`config.mk`:
```
export PLATFORM = sky130hd
export DESIGN_NAME = exp_accept_unit
export DESIGN_NICKNAME = d
export VERILOG_FILES = /design/src/rtl/replica_pkg.sv /design/src/rtl/exp_horner_step.sv /design/src/rtl/exp_accept_unit.sv
export SDC_FILE = /design/constraint.sdc
export NUM_CORES = 2
export LEC_CHECK = 0
export BUFFER_PORTS_ARGS = -buffer_cell sky130_fd_sc_hd__buf_2
export CORE_ASPECT_RATIO = 1.75
export CORE_MARGIN = 1.5
export CORE_UTILIZATION = 50
export DETAILED_ROUTE_END_ITERATION = 7
export GPL_TIMING_DRIVEN = 0
export PLACE_DENSITY = 0.66
export SLEW_MARGIN = 20
export SYNTH_ARGS = -nofsm -noshare
export SYNTH_HDL_FRONTEND = slang
export SYNTH_SLANG_ARGS = --single-unit
```
`constraint.sdc`:
```
create_clock -name clk -period 39.6 [get_ports clk]
set_input_delay 0 -clock clk [delete_from_list [all_inputs] [get_ports clk]]
set_output_delay 0 -clock clk [all_outputs]
set_load 0.01 [all_outputs]
```
`src/rtl/replica_pkg.sv`:
```
// ---------------------------------------------------------------
// replica_pkg: shared constants and types for the exp/accept unit. Rev 1.0
// ---------------------------------------------------------------
`default_nettype none

package replica_pkg;

  localparam int unsigned        ONE_Q15   = 32768;
  localparam int unsigned        EXP_TERMS = 15;
  localparam logic signed [23:0] X_CLAMP   = -24'sd131072;

  typedef enum logic [1:0] {
    IDLE = 2'd0,
    ITER = 2'd1,
    WAIT = 2'd2
  } exp_state_t;

endpackage

`default_nettype wire

```
`src/rtl/exp_horner_step.sv`:
```
// ---------------------------------------------------------------
// exp_horner_step: one Horner step, acc_next = 1 + ((x*recip)>>>15)*acc>>>15. Rev 1.0
// ---------------------------------------------------------------
`default_nettype none

module exp_horner_step (
  input  logic signed [23:0] x_i,
  input  logic        [16:0] recip_i,
  input  logic signed [23:0] acc_i,
  output logic signed [23:0] acc_next_o
);

  logic signed [41:0] xr_prod;
  logic signed [23:0] t_term;
  logic signed [47:0] ta_prod;
  logic               unused_bits;

  // Taking bits [38:15] is an arithmetic shift by 15 followed by truncation to 24 bits.
  assign xr_prod    = x_i * $signed({1'b0, recip_i});
  assign t_term     = $signed(xr_prod[38:15]);
  assign ta_prod    = t_term * acc_i;
  assign acc_next_o = 24'sd32768 + $signed(ta_prod[38:15]);

  assign unused_bits = ^{xr_prod[41:39], xr_prod[14:0], ta_prod[47:39], ta_prod[14:0]};

endmodule

`default_nettype wire

```
`src/rtl/exp_accept_unit.sv`:
```
// ---------------------------------------------------------------
// exp_accept_unit: Taylor exp(x) evaluator and Metropolis accept decision. Rev 1.0
// ---------------------------------------------------------------
`default_nettype none

module exp_accept_unit
  import replica_pkg::*;
(
  input  logic               clk,
  input  logic               reset,
  input  logic               exp_init,
  input  logic               exp_run,
  input  logic               exp_fin,
  input  logic        [16:0] exp_recip,
  input  logic signed [23:0] delta_x,
  input  logic        [14:0] rnd,
  output logic        [16:0] exp_value,
  output logic               accept,
  output logic               accept_valid,
  output logic               busy,
  output logic               proto_err
);

  localparam logic        [3:0]  TERMS   = 4'(EXP_TERMS);
  localparam logic signed [23:0] ONE_ACC = 24'(ONE_Q15);
  localparam logic        [16:0] ONE_VAL = 17'(ONE_Q15);

  exp_state_t         state_q, state_d;
  logic signed [23:0] x_q, x_d, acc_q, acc_d, acc_step;
  logic        [3:0]  cnt_q, cnt_d;
  logic        [16:0] value_q, value_d, value_next, acc_clamped;
  logic               accept_q, accept_d, accept_next;
  logic               valid_q, valid_d, err_q, err_d;
  logic               run_done;

  exp_horner_step u_step (
    .x_i        (x_q),
    .recip_i    (exp_recip),
    .acc_i      (acc_q),
    .acc_next_o (acc_step)
  );

  always_comb begin
    acc_clamped = acc_q[16:0];
    if (acc_q[23])                acc_clamped = '0;
    else if (acc_q > 24'sd32768)  acc_clamped = ONE_VAL;

    if (!x_q[23])                 value_next = ONE_VAL;
    else if (x_q < X_CLAMP)       value_next = '0;
    else                          value_next = acc_clamped;
    accept_next = !x_q[23] || ({2'b00, rnd} < value_next);
  end

  always_comb begin
    state_d  = state_q;
    x_d      = x_q;
    acc_d    = acc_q;
    cnt_d    = cnt_q;
    value_d  = value_q;
    accept_d = accept_q;
    valid_d  = 1'b0;
    err_d    = err_q;
    // The run phase is over once exp_run has dropped, even before WAIT is registered.
    run_done = (state_q == WAIT) || ((state_q == ITER) && !exp_run);

    if (exp_run) begin
      if ((state_q == ITER) && (cnt_q < TERMS)) begin
        acc_d = acc_step;
        cnt_d = cnt_q + 4'd1;
      end else begin
        err_d = 1'b1;
      end
    end else if (state_q == ITER) begin
      state_d = WAIT;
    end

    if (exp_fin) begin
      state_d = IDLE;
      if (valid_q) begin
        err_d = 1'b1;
      end else begin
        valid_d = 1'b1;
        if (run_done && (cnt_q == TERMS)) begin
          value_d  = value_next;
          accept_d = accept_next;
        end else begin
          accept_d = 1'b0;
          err_d    = 1'b1;
        end
      end
    end

    if (exp_init) begin
      if ((state_q != IDLE) && !exp_fin) err_d = 1'b1;
      x_d     = delta_x;
      acc_d   = ONE_ACC;
      cnt_d   = '0;
      state_d = ITER;
    end
  end

  always_ff @(posedge clk or negedge reset) begin
    if (!reset) begin
      state_q  <= IDLE;
      x_q      <= '0;
      acc_q    <= '0;
      cnt_q    <= '0;
      value_q  <= '0;
      accept_q <= 1'b0;
      valid_q  <= 1'b0;
      err_q    <= 1'b0;
    end else begin
      state_q  <= state_d;
      x_q      <= x_d;
      acc_q    <= acc_d;
      cnt_q    <= cnt_d;
      value_q  <= value_d;
      accept_q <= accept_d;
      valid_q  <= valid_d;
      err_q    <= err_d;
    end
  end

  assign exp_value    = value_q;
  assign accept       = accept_q;
  assign accept_valid = valid_q;
  assign busy         = (state_q != IDLE);
  assign proto_err    = err_q;

endmodule

`default_nettype wire
```
==> impl_metrics.csv <==
group,metric,value,unit
route,wl,124000,um
timing,post-route-min-period,16.67,ns
route,vias,28000,
grt,antenna_found_initial,10,
route,drt_iter0_drc,1559,
clock_network,ctsLongestPathBuffers,2,
timing,slew-limit-headroom,0.224,
layout,n_fill_cell,6712,
clock_network,insertion_delay,0.35,ns
grt,grt_pass1_vias,31300,
logic_synthesis,ys_ff_latch,74,
worst_setup_path,crit_top_cell,"fa_1",
clock_network,h-tree-depth,3,
clock_network,cts_buffers,9,
route,first_pass_iters,5,
grt,grt.overflow.total,0,
logic_synthesis,syn_area,36000,um2
route,avgRoutedWirePerCell,24.5,um
die,io_pins,82,
worst_setup_path,r2r-end,"acc_q[23]$_DFFE_PN0P_",
timing,slew_violations,0,
route,via_per_inst,5.54,
timing,setup-violations-final,0,
die,num_rows,130,
timing,fmax,60.0,MHz
grt,grt_max_degree,48,
run,cap_violations,0,
layout,area_delta_synth_final,6.12,%
clock_network,ctsResizeCount,0,
status,status,"completed",
layout,drive_gt1_frac,0.0400,
logic_synthesis,synth_cell_types,76,
route,ant_nets,0,
worst_setup_path,reg2regPathDepth,51,
logic_synthesis,synth-seq-area-share,0.0514,
worst_hold_path,worstHoldStart,"exp_init",
grt,grt_use_total,0.357,
clock_network,cts_num_sinks,74,
placement,dpl.hpwl,104000,um
worst_setup_path,reg2reg_slack,22.93,ns
die,core,71600,um2
route,drc_errors,0,
clock_network,cts_tree,"built",
die,die_area,73700,um2
logic_synthesis,synth_ff_type,"dfrtp_1",
logic_synthesis,syn_inst,4000,
placement,gp_congestion,1.02,
die,die_w,206,um
clock_network,cts_root_buffer,"clkbuf_16",
worst_setup_path,path_class,"reg2reg",
worst_setup_path,worstSetupStartpointType,"register",
worst_setup_path,arrival,16.93,ns
logic_synthesis,synth_edf_count,0,
worst_hold_path,hold_class,"in2reg",
clock_network,clk_pin_slew,0.07,ns
layout,layout.nets,5288,
worst_setup_path,r2r-start,"x_q[7]$_DFFE_PN0P_",
worst_setup_path,cp_top_family,"adder cells",
timing,rsz0062_at_grt,"false",
worst_hold_path,holdPathEnd,"x_q[12]$_DFFE_PN0P_",
timing,min_period_over_period,0.421,
layout,final_common_cell,"inv_1",
die,die_h,358,um
worst_setup_path,cp_slowest_cell,"o311ai_1",
layout,most-common-layout-cells,"inv_1 (1028), fa_1 (880), nand2_1 (509)",
logic_synthesis,syn_nets,5169,
timing,setup_tns,0,ns
worst_setup_path,end_kind,"register",
logic_synthesis,async_reset_ff_frac,1.00,
logic_synthesis,yosys_warnings,0,
worst_setup_path,cp_num_buf_inv,12,
die,start_util,0.503,
placement,port_buffers,80,
worst_setup_path,cp_max_fo,10,
logic_synthesis,syn_area_per_cell,9.00,um2
timing,tightest_slew,1.16,ns
grt,grt_first_pass_wirelength,188000,um
timing,fin_skew,0.0135,ns
worst_setup_path,required,39.86,ns
timing,finalHoldViolCount,0,
worst_hold_path,hold_depth,2,
worst_setup_path,slowest_delay,0.91,ns
==> cell families after synthesis <==
group | count (synthesis) | share of synthesized area
compound gates | 258 | 0.0481
simple gates | 1219 | 0.171
fa+ha+maj | 1108 | 0.569
xor+xnor | 88 | 0.0227
mux | 27 | 0.00834
flops | 74 | 0.0514
buf+inv | 1226 | 0.129
==> layer usage <==
layer | vias up | global-route usage | wire length [um]
li1 | 11800 | - | -
met1 | 14300 | 0.324 | 35700
met5 | - | 0 | 30
met4 | 4 | 0.379 | 17300
met3 | 693 | 0.0804 | 8080
met2 | 1140 | 0.624 | 62800
==> worst max-delay path by stage <==
stage	start	to	slack, ns	depth (start not counted)
after floorplan	x_q[23]$_DFFE_PN0P_	acc_q[23]$_DFFE_PN0P_	25.90	51
after global placement	x_q[23]$_DFFE_PN0P_	acc_q[23]$_DFFE_PN0P_	22.93	47
after detailed placement	x_q[10]$_DFFE_PN0P_	acc_q[23]$_DFFE_PN0P_	23.09	51
after CTS	x_q[10]$_DFFE_PN0P_	acc_q[23]$_DFFE_PN0P_	23.04	51
after global routing	x_q[8]$_DFFE_PN0P_	acc_q[23]$_DFFE_PN0P_	22.17	51
final	x_q[7]$_DFFE_PN0P_	acc_q[23]$_DFFE_PN0P_	22.93	51
==> area by class of cell <==
cell class,count,area (um2),area share
antenna,5,12.5,0.000327
timing repair buffer,108,701,0.0183
clock inverter,7,82.6,0.00216
sequential,74,1850,0.0485
tap,924,1160,0.0303
inverter,1028,3860,0.101
clock buffer,9,225,0.00589
multi-input combinational,2700,29500,0.773
buffer,198,803,0.0210
==> sequential cells by signal (all words and copies together), names as in the netlist <==
signal,flops
accept_valid,1
acc_q,24
proto_err,1
accept,1
cnt_q,4
exp_value,17
state_q,2
x_q,24
==> stage by stage <==
step                      hold slack (ns)  setup slack (ns)   util  std cells  cell area (um2)
after detailed placement          -0.0387             23.09  0.525       5005            37600
after CTS                          0.0277             23.04  0.534       5048            38200
final                              0.0250             22.93  0.534       5053            38200
after global placement              0.213             22.93  0.525       5004            37600
after global routing               0.0185             22.17  0.534       5050            38200
after floorplan                    -0.296             25.90      -       4000            36000
==> synth_stat cells, types with 4 or more instances <==
cell type,number,area share
fa_1,880,0.49
nand2b_1,14,0.0024
and3_1,11,0.0019
nor2_1,72,0.0075
nor3_1,19,0.0026
or3_1,4,0.00069
ha_1,228,0.079
nand4_1,17,0.0030
and2_1,502,0.087
a211oi_1,17,0.0035
a21o_1,35,0.0073
dfrtp_1,74,0.051
o21bai_1,7,0.0015
a211o_1,4,0.00097
inv_1,1028,0.11
a31oi_1,6,0.0010
and4_1,4,0.00097
xnor2_1,62,0.015
clkbuf_2,6,0.00083
nand3_1,15,0.0021
clkbuf_1,183,0.019
nand2_1,509,0.053
o31ai_1,7,0.0015
o21ai_0,51,0.0071
o21a_1,17,0.0035
o211ai_1,4,0.00083
a2111oi_0,4,0.00097
or2_2,6,0.0010
mux2_2,24,0.0075
nor4_1,9,0.0016
nor2b_1,22,0.0038
xor2_1,23,0.0056
a21oi_1,71,0.0099
==> timing repair <==
item | in CTS | in global routing
hold endpoints to repair | 102 | 0
buffers inserted | 0 | 0
hold buffers | 27 | 0
Power is left out: the tool's default activity adds up to more than one toggle a clock period on the data nets, which glitch-free logic cannot reach.
